==> src/rtl/sysarray_drain.sv <==
// sysarray_drain: result drain for the 4x3 systolic array.
// Waits SETTLE cycles after start, snapshots c1..c12 into a shadow bank,
// then streams the twelve words row-major over a valid/ready interface.
//
//   state    | meaning
//   ---------+----------------------------------------------------------
//   S_IDLE   | no pass in flight, waiting for start
//   S_WAIT   | settle down-counter running, capture on terminal count
//   S_STREAM | shadow words presented one per transfer, index 0..11
module sysarray_drain #(
    parameter int SETTLE = 10,
    parameter int DW     = 17
) (
    input  logic          clk,
    input  logic          reset,
    input  logic          start,
    input  logic [DW-1:0] c1,
    input  logic [DW-1:0] c2,
    input  logic [DW-1:0] c3,
    input  logic [DW-1:0] c4,
    input  logic [DW-1:0] c5,
    input  logic [DW-1:0] c6,
    input  logic [DW-1:0] c7,
    input  logic [DW-1:0] c8,
    input  logic [DW-1:0] c9,
    input  logic [DW-1:0] c10,
    input  logic [DW-1:0] c11,
    input  logic [DW-1:0] c12,
    output logic          out_valid,
    input  logic          out_ready,
    output logic [DW-1:0] out_data,
    output logic [3:0]    out_index,
    output logic          out_last,
    output logic          busy,
    output logic          done,
    output logic          overrun
);

    typedef enum logic [1:0] {
        S_IDLE   = 2'd0,
        S_WAIT   = 2'd1,
        S_STREAM = 2'd2
    } state_t;

    localparam logic [7:0] SETTLE_LOAD = 8'(SETTLE - 1);
    localparam logic [3:0] LAST_IDX    = 4'd11;

    state_t        state_q, state_d;
    logic [7:0]    cnt_q;
    logic [DW-1:0] shadow_q [12];
    logic [DW-1:0] live [12];

    logic          capture;
    logic          xfer;
    logic          xfer_last;
    logic [3:0]    idx_nxt;

    logic          valid_d;
    logic [DW-1:0] data_d;
    logic [3:0]    index_d;
    logic          last_d;
    logic          busy_d;
    logic          done_d;
    logic          overrun_d;

    assign live[0]  = c1;
    assign live[1]  = c2;
    assign live[2]  = c3;
    assign live[3]  = c4;
    assign live[4]  = c5;
    assign live[5]  = c6;
    assign live[6]  = c7;
    assign live[7]  = c8;
    assign live[8]  = c9;
    assign live[9]  = c10;
    assign live[10] = c11;
    assign live[11] = c12;

    assign capture   = (state_q == S_WAIT) && (cnt_q == 8'd0);
    assign xfer      = (state_q == S_STREAM) && out_valid && out_ready;
    assign xfer_last = xfer && (out_index == LAST_IDX);
    assign idx_nxt   = out_index + 4'd1;

    // State register
    always_ff @(posedge clk or negedge reset) begin
        if (!reset) begin
            state_q <= S_IDLE;
        end else begin
            state_q <= state_d;
        end
    end

    // Next-state decode; a start outside IDLE never changes the state
    always_comb begin
        state_d = state_q;
        case (state_q)
            S_IDLE:   if (start)     state_d = S_WAIT;
            S_WAIT:   if (capture)   state_d = S_STREAM;
            S_STREAM: if (xfer_last) state_d = S_IDLE;
            default:                 state_d = S_IDLE;
        endcase
    end

    // Next values of the registered outputs
    always_comb begin
        valid_d   = out_valid;
        data_d    = out_data;
        index_d   = out_index;
        last_d    = out_last;
        busy_d    = busy;
        done_d    = 1'b0;
        overrun_d = overrun | (start && (state_q != S_IDLE));
        case (state_q)
            S_IDLE: begin
                if (start) busy_d = 1'b1;
            end
            S_WAIT: begin
                // live c1 equals the word being captured on this same edge
                if (capture) begin
                    valid_d = 1'b1;
                    data_d  = live[0];
                    index_d = 4'd0;
                    last_d  = 1'b0;
                end
            end
            S_STREAM: begin
                if (xfer_last) begin
                    valid_d = 1'b0;
                    last_d  = 1'b0;
                    busy_d  = 1'b0;
                    done_d  = 1'b1;
                end else if (xfer) begin
                    index_d = idx_nxt;
                    data_d  = shadow_q[idx_nxt];
                    last_d  = (idx_nxt == LAST_IDX);
                end
            end
            default: begin
                valid_d = 1'b0;
                busy_d  = 1'b0;
            end
        endcase
    end

    // Settle timer, shadow bank and output registers
    always_ff @(posedge clk or negedge reset) begin
        if (!reset) begin
            cnt_q     <= 8'd0;
            for (int i = 0; i < 12; i++) shadow_q[i] <= '0;
            out_valid <= 1'b0;
            out_data  <= '0;
            out_index <= 4'd0;
            out_last  <= 1'b0;
            busy      <= 1'b0;
            done      <= 1'b0;
            overrun   <= 1'b0;
        end else begin
            if ((state_q == S_IDLE) && start) begin
                cnt_q <= SETTLE_LOAD;
            end else if ((state_q == S_WAIT) && (cnt_q != 8'd0)) begin
                cnt_q <= cnt_q - 8'd1;
            end
            if (capture) begin
                for (int i = 0; i < 12; i++) shadow_q[i] <= live[i];
            end
            out_valid <= valid_d;
            out_data  <= data_d;
            out_index <= index_d;
            out_last  <= last_d;
            busy      <= busy_d;
            done      <= done_d;
            overrun   <= overrun_d;
        end
    end

endmodule

==> config.mk <==
export PLATFORM = sky130hd
export DESIGN_NAME = sysarray_drain
export DESIGN_NICKNAME = d
export VERILOG_FILES = /design/src/rtl/sysarray_drain.sv
export SDC_FILE = /design/constraint.sdc
export NUM_CORES = 1
export LEC_CHECK = 0
export ABC_AREA = 1
export ABC_CLOCK_PERIOD_IN_PS = 2890
export CELL_PAD_IN_SITES_DETAIL_PLACEMENT = 0
export CELL_PAD_IN_SITES_GLOBAL_PLACEMENT = 1
export CORE_MARGIN = 4
export CORE_UTILIZATION = 39
export DETAILED_ROUTE_END_ITERATION = 10
export HOLD_SLACK_MARGIN = 0.03
export PLACE_DENSITY = 0.91
export REMOVE_ABC_BUFFERS = 1
export SYNTH_ARGS = -nofsm -noshare
export SYNTH_HDL_FRONTEND = slang
export SYNTH_SLANG_ARGS = --single-unit
==> constraint.sdc <==
create_clock -name clk -period 2.89 [get_ports clk]
set_input_delay 0.7225 -clock clk [delete_from_list [all_inputs] [get_ports clk]]
set_output_delay 0.7225 -clock clk [all_outputs]
set_load 0.03 [all_outputs]
## Word level (Yosys, flattened, before mapping)

Cells that the tools add are included.

- Register bits: 240
- Input bits: 208
- Output and inout port bits: 26
- Word-level logic and storage cells: 84

- Add/subtract/negate cells: 2
- Order comparisons: 1
- Eq/ne operators: 10
- Multiplexer cells: 28
- Bitwise operators: 4
- Reduce and logical (&&, ||, !) cells: 18

Operator list:

| kind | count |
|---|---|
| 17-bit two-way mux | 5 |
| 17-bit binary-select mux with 4-bit select | 1 |
| 17-bit case mux with 2 select lines | 1 |
| 8-bit two-way mux | 2 |
| 4-bit two-way mux | 3 |
| 3-bit AND reduction | 4 |
| 2-bit inequality test, second input constant | 5 |
| 4-bit equality test, second input constant | 2 |
| 8-bit logical NOT | 1 |
| 1-bit two-way mux | 8 |
| 4-bit case mux with 2 select lines | 1 |
| 8-bit nonzero test | 1 |
| 8-bit by 1-bit subtractor with 8-bit output, second input constant | 1 |
| 1-bit logical AND | 7 |
| 2-bit two-way mux | 3 |
| 1-bit case mux with 3 select lines | 2 |
| 2-bit case mux with 3 select lines | 1 |
| 2-bit nonzero test | 3 |
| 5-bit greater-or-equal comparator, second input constant | 1 |
| 4-bit inverter with 5-bit output | 1 |
| 4-bit by 1-bit adder with 4-bit output, second input constant | 1 |
| 4-bit AND reduction | 1 |
| 3-bit inequality test, second input constant | 1 |
| 2-bit by 1-bit equality test with 1-bit output, second input constant | 1 |
| other kinds (5) | 6 |

## Depth between registers and ports, before layout

Gate-level depths: netlist (run 1).

- Word-level depth: 8
- Depth in mapped cells: 15
- Gate-level depth less buffers: 10

## Worst setup path after synthesis (run 1)

Ideal clock, no wire load.

- Path type: reg2reg
- Start point: register out_index[0]
- End point: register out_data[16]
- Library setup time: 0.117 ns
- Arrival time: 2.269 ns
- Data required time: 2.773 ns
- Slack: 0.505 ns
- Stages on the path, launching flop included: 16
- Path buffers: 5
- Clock period less this slack: 2.385 ns
- Path through: dfrtp_1 buf_4 inv_2 buf_2 buf_2 ha_1 buf_2 inv_2 clkbuf_1 nor2_1 nand2_1 nand2_1 a21oi_1 nand2_1 nand2_1 nand2_1

- Cells in the longest elaborated chain, start to end: 8
- Elaborated cells on any way between the ends: 12
- Classes of those cells: 1 x add/sub; 2 x eq/ne; 6 x mux; 1 x bitwise; 2 x reduce/logical

Ends and longest elaborated chain:

| element | line | RTL |
|---|---|---|
| start: declaration | 32 | `output logic [3:0] out_index,` |
| start signal: assignment | 168 | `out_index <= index_d;` |
| 4-bit by 1-bit adder with 4-bit output | 82 | `assign idx_nxt = out_index + 4'd1;` |
| 4-bit inverter with 5-bit output (not written as such) | 134 | `data_d = shadow_q[idx_nxt];` |
| 17-bit binary-select mux with 4-bit select | 134 |  |
| 17-bit two-way mux (not written as such) (2 in a row) | 134 |  |
| 17-bit two-way mux | 132 | `end else if (xfer) begin` |
| 17-bit two-way mux | 127 | `if (xfer_last) begin` |
| 17-bit case mux with 2 select lines | 113 | `case (state_q)` |
| end signal: assignment | 167 | `out_data <= data_d;` |
| end: declaration | 31 | `output logic [DW-1:0] out_data,` |

Parallel ways exist; a longest one is shown, timed or not. The select of a mux whose other input is x is not followed.
A chain may end at the register's enable or synchronous reset.

## Worst setup path in the final report (run 1)

- Start point: register out_index[0]
- End point: output out_index[0]

No word-level cell between the ends.

==> reports/results.ini, run 1 <==
[outcome]
outcome=finished, final reports clean

[clock_tree]
cts_tree=yes
postCtsSetupBuffers=0
h-tree-depth=1
cts_resized=0
cts_buffer_depth=3
clkTransAtPathRegs_ns=0.06
cts_num_sinks=240
clk_latency_ns=0.53
root_buffer=clkbuf_16
cts_hold_buf=0
cts_buffers=27

[setup_path]
path_buf_inv=1
crit_family=buffers and inverters
crit_fanout=26
critPathSlowestCell=clkdlybuf4s50_1
path_cells=clkdlybuf4s50_1
slowest_delay_ns=0.75
crit_arrival_ns=1.87
cp-start-kind=flip-flop
critPathKind=flip-flop to output pin
worst_setup_path_end_kind=output pin
worst-endpoint-required_ns=2.17

[sta]
finalWorstPathRequiredPeriod_ns=2.59
skew_ns=0.0124
slew_headroom_pct=34.8
fmax_mhz=386
fin_crit_sh_pct=89.5
finalHoldViolCount=0
tightest_slew_ns=0.978
rsz0062_at_grt=false
final.setup.tns_ns=0
drv_slew=0
setup_viol=0

[global_route]
grt_pass1_vias=10302
grt_use_total_pct=19.3
grt_pass1_wl_um=52800
antenna_found_initial=3
grt_overflow_total=0
grt_max_degree=130

[place]
io_buffers=233
dp.cells=2031
place.gp.congestion=0.789
hpwl_um=21700

[power]
pwr_density_cell_nw_per_um2=939
leakage_nw=7.57
irDropWorstVdd_mv=0.503
finalPower_w=0.0145

[routing]
met2RoutedLength_um=15800
routed-wl-met3_um=1890
drtAntennaViolNets=0
dr.first_iter.drc_count=783
dr.pass1.iters=5
wl_per_cell_um=15.9
drt_wl_total_um=33200
drcViolationCount=0
vias=10056
routed.top_layer=met5
vias_per_cell=4.83
met1_length_um=14700

[yosys]
synthDistinctLibCells=30
synth.avg_cell_area_um2=8.13
yosysWarnings=0
synth_ff_type=dfrtp_1
ys_seq_elements=240
synth_cells=1478
synth_edf_count=0
ys_seq_area_share_pct=50.0
syn_area_um2=12000
synthArstFlopShare_pct=100

[floorplanning]
die-width_um=183
initial_core_util_pct=40.0
row_count=63
core_area_um2=30000
chipHeight_um=183
dieArea_um2=33700
ios=234

[worst_hold_path]
min_path_type=input port to async pin

[finish]
seqCellArea_um2=6010
syn_to_final_growth_pct=28.8
drive_gt1_share_pct=10.0
multi_input_area_um2=4700
finalNonFillerCells=2081
fillerInstances=2803
finalNetCount=1882

[flow_run]
drv_cap=0

==> flip-flops by register name, indices dropped and copies added (netlist names) <==
signal     cells
out_last       1
out_valid      1
busy           1
shadow_q     204
cnt_q          8
overrun        1
done           1
out_data      17
state_q        2
out_index      4
==> area by class of cell <==
| type | instances | share of cell area, % |
|---|---|---|
| clock inverters | 11 | 0.882 |
| inverters | 201 | 4.89 |
| clock buffers | 38 | 5.09 |
| diodes | 1 | 0.0162 |
| multi-input cells | 949 | 30.4 |
| flip-flops and latches | 240 | 38.9 |
| well taps | 390 | 3.16 |
| repair buffers | 251 | 16.7 |
==> cells in the mapped netlist, types with 2 or more instances <==
master | n | area (um^2)
nand3b_1 | 2 | 15.0
nor2_2 | 4 | 25.0
o211ai_1 | 17 | 128
nand4_1 | 4 | 25.0
inv_1 | 195 | 732
buf_6 | 27 | 304
nand3_1 | 142 | 711
buf_2 | 21 | 105
a21oi_1 | 135 | 676
ha_1 | 4 | 50.1
o21ai_0 | 5 | 25.0
inv_2 | 5 | 18.8
o21ai_1 | 7 | 35.0
clkbuf_1 | 25 | 93.8
mux2_4 | 22 | 330
nor2_1 | 232 | 871
nand2_1 | 297 | 1110
xor2_1 | 3 | 26.3
buf_1 | 10 | 37.5
a21oi_2 | 65 | 569
dfrtp_1 | 240 | 6010
nand2_2 | 4 | 25.0
buf_4 | 5 | 37.5
==> per-layer routing <==
layer  vias up  GRT usage [%]
met2       231           31.8
li1       4998              -
met3        60           3.36
met4         4           5.24
met5         -              0
met1      4763           26.3
==> worst paths after layout <==
kind | from | to | slack [ns] | cells past startpoint
worst min-delay path | reset | shadow_q[134] | 0.14 | 1
worst min register to register | out_data[1] | out_data[1] | 0.49 | 2
max in group asynchronous | reset | shadow_q[191] | 1.95 | 2
worst max-delay path | out_index[0] | out_index[0] | 0.30 | 1
min in group clk | out_data[1] | out_data[1] | 0.49 | 2
worst max register to register | out_index[0] | out_data[8] | 0.60 | 10
==> metrics by stage <==
| step | area [um^2] | setup WS [ns] | hold WS [ns] | utilization (%) |
|---|---|---|---|---|
| 2_1_floorplan | 11400 | -3.49 | 0.427 | - |
| 3_3_place_gp | 14500 | 0.657 | 0.465 | 48.4 |
| 3_5_place_dp | 14500 | 0.607 | 0.470 | 48.4 |
| 4_1_cts | 15500 | 0.257 | 0.140 | 51.5 |
| 5_1_grt | 15500 | 0.223 | 0.159 | 51.5 |
| 6_report | 15500 | 0.302 | 0.140 | 51.5 |
==> report_power, final <==
group	switching, W	internal [W]
Sequential	0.000602	0.00502
Combinational	0.00313	0.00224
Clock	0.00137	0.00216
==> kinds of logic (layout without fill, tap and decap cells) <==
family | count (synthesis) | count (layout) | synth area share, %
adders and majority gates | 4 | 4 | 0.417
xor gates and xnor gates | 3 | 3 | 0.219
AOI/OAI and AO/OA | 233 | 233 | 12.2
and+or+nand+nor | 687 | 687 | 23.3
DFF | 240 | 240 | 50.0
other | 0 | 1 | 0
buffers and inverters | 289 | 501 | 11.1
muxes | 22 | 22 | 2.75
==> cells in the final DEF, fill, tap and decap left out, types with 2 or more instances in the layout <==
| cell | instances |
|---|---|
| clkbuf_1 | 4 |
| nor2_4 | 3 |
| clkinv_2 | 7 |
| a21oi_2 | 65 |
| clkbuf_8 | 7 |
| buf_12 | 9 |
| clkdlybuf4s50_1 | 232 |
| o211ai_1 | 17 |
| clkbuf_16 | 27 |
| nand4_1 | 4 |
| mux2_4 | 22 |
| nand3b_1 | 2 |
| dfrtp_1 | 239 |
| nor2_1 | 232 |
| inv_1 | 195 |
| o21ai_1 | 7 |
| inv_2 | 4 |
| nand2_1 | 296 |
| nand2_2 | 4 |
| bufinv_16 | 3 |
| o21ai_0 | 5 |
| ha_1 | 3 |
| a21oi_1 | 135 |
| xor2_1 | 3 |
| nor2_2 | 2 |
| buf_4 | 9 |
| nand3_1 | 142 |
Note: power is estimated with default switching activity, not from simulation.
==> run 2: changes to the inputs <==
Settings changed: PLACE_DENSITY 0.91 to not set, PLACE_DENSITY_LB_ADDON set to 0.1.
==> reports/results.ini, run 2 (same netlist as run 1, synthesis figures left out) <==
[sta]
setup_viol=0
fmax_mhz=397
skew_ns=0.0143
rsz0062_at_grt=false
final.setup.tns_ns=0
holdWs_ns=0.127
fin_crit_sh_pct=87.2
slew_headroom_pct=32.5
tightest_slew_ns=1.01
drv_slew=0
finalHoldViolCount=0
finalWorstPathRequiredPeriod_ns=2.52

[flow_run]
drv_cap=0

[finish]
final_common_cell=nand2_1
syn_to_final_growth_pct=27.9
largestRegisters=shadow_q: 204 flops, out_data: 17 flops, cnt_q: 8 flops
largest_reg_flops=204
layout_common_cells=nand2_1 (296), dfrtp_1 (239), nor2_1 (232), clkdlybuf4s50_1 (232), inv_1 (195)
top_register=shadow_q
finalNonFillerCells=2084
finalNetCount=1888
fillerInstances=2915
fin_util_pct=51.1
drive_gt1_share_pct=9.57

[setup_path]
path_cells=clkdlybuf4s50_1
path_buf_inv=1
slowest_delay_ns=0.81
critPathKind=flip-flop to output pin
r2r_slack_ns=0.65
crit_fanout=6
worst_setup_path_end_kind=output pin
crit_family=buffers and inverters
crit_arrival_ns=1.80
worst-endpoint-required_ns=2.17
critPathSlowestCell=clkdlybuf4s50_1
cp-start-kind=flip-flop

[global_route]
antenna_found_initial=3
grt_max_degree=96
grt_overflow_total=0
grt_pass1_vias=9920
grt_use_total_pct=19.5
grt_pass1_wl_um=53400

[place]
hpwl_um=21900
dp.cells=2037
place.gp.congestion=0.744
io_buffers=233

[clock_tree]
cts_num_sinks=240
cts_tree=yes
h-tree-depth=1
root_buffer=clkbuf_16
cts_hold_buf=0
cts_buffers=27
cts_buffer_depth=3
cts_resized=0
clkTransAtPathRegs_ns=0.06
postCtsSetupBuffers=0
clk_latency_ns=0.53

[power]
leakage_nw=7.52
finalPower_w=0.0141
irDropWorstVdd_mv=0.447
pwr_density_cell_nw_per_um2=915

[routing]
wl_per_cell_um=16.1
drt_wl_total_um=33500
vias=9893
vias_per_cell=4.75
drcViolationCount=0
dr.first_iter.drc_count=573
drtAntennaViolNets=0
dr.pass1.iters=5

[outcome]
outcome=finished, final reports clean

[floorplanning]
dieArea_um2=33700
row_count=63
chipHeight_um=183
ios=234
initial_core_util_pct=40.0
core_area_um2=30000
die-width_um=183

[worst_hold_path]
min_path_type=input port to async pin

run 2: cell count changes in the layout (fill, tap and decap cells not counted), sizes merged:
cell / before / now
bufinv: 3 / 0
clkinvlp: 1 / 0
buf: 19 / 25
inv: 200 / 199
clkinv: 8 / 2
clkbuf: 38 / 46
run 2: worst paths after layout:
check,startpoint,to,cells after the start
min reg2reg,busy,busy,2
max reg2reg,cnt_q[0],out_data[3],11
max in group asynchronous,reset,shadow_q[189],2
max,out_index[0],out_index[0],1
min,reset,shadow_q[100],1
min in group clk,busy,busy,2
run 2: per-layer routing:
layer | track usage, % | vias up | wire (um)
met4 | 3.13 | 4 | 537
li1 | - | 5010 | -
met3 | 3.44 | 42 | 1860
met1 | 27.7 | 4634 | 15400
met2 | 32.1 | 203 | 15700
met5 | 0 | - | 26
run 2: final cells by class:
| cell class | count | area [um^2] | share of cell area (%) |
|---|---|---|---|
| diodes | 1 | 2.50 | 0.0163 |
| clock buffers | 46 | 797 | 5.19 |
| inverters | 201 | 756 | 4.92 |
| multi-input cells | 949 | 4700 | 30.6 |
| flip-flops and latches | 240 | 6010 | 39.1 |
| well taps | 390 | 488 | 3.18 |
| repair buffers | 257 | 2610 | 17.0 |
run 2: per-stage QoR:
step	worst slack, ns	cell area (um^2)
after floorplan	-3.49	11400
after global placement	0.511	14600
after detailed placement	0.408	14600
after CTS	0.289	15400
after global routing	0.289	15400
final	0.370	15400
run 2: report_power, final:
group | switching (W) | leakage (nW) | total, W | internal (W)
registers | 0.000539 | 2.79 | 0.00556 | 0.00502
clock network | 0.00133 | 0.385 | 0.00317 | 0.00185
logic | 0.00309 | 4.34 | 0.00532 | 0.00223
total | 0.00496 | 7.52 | 0.0141 | 0.00910
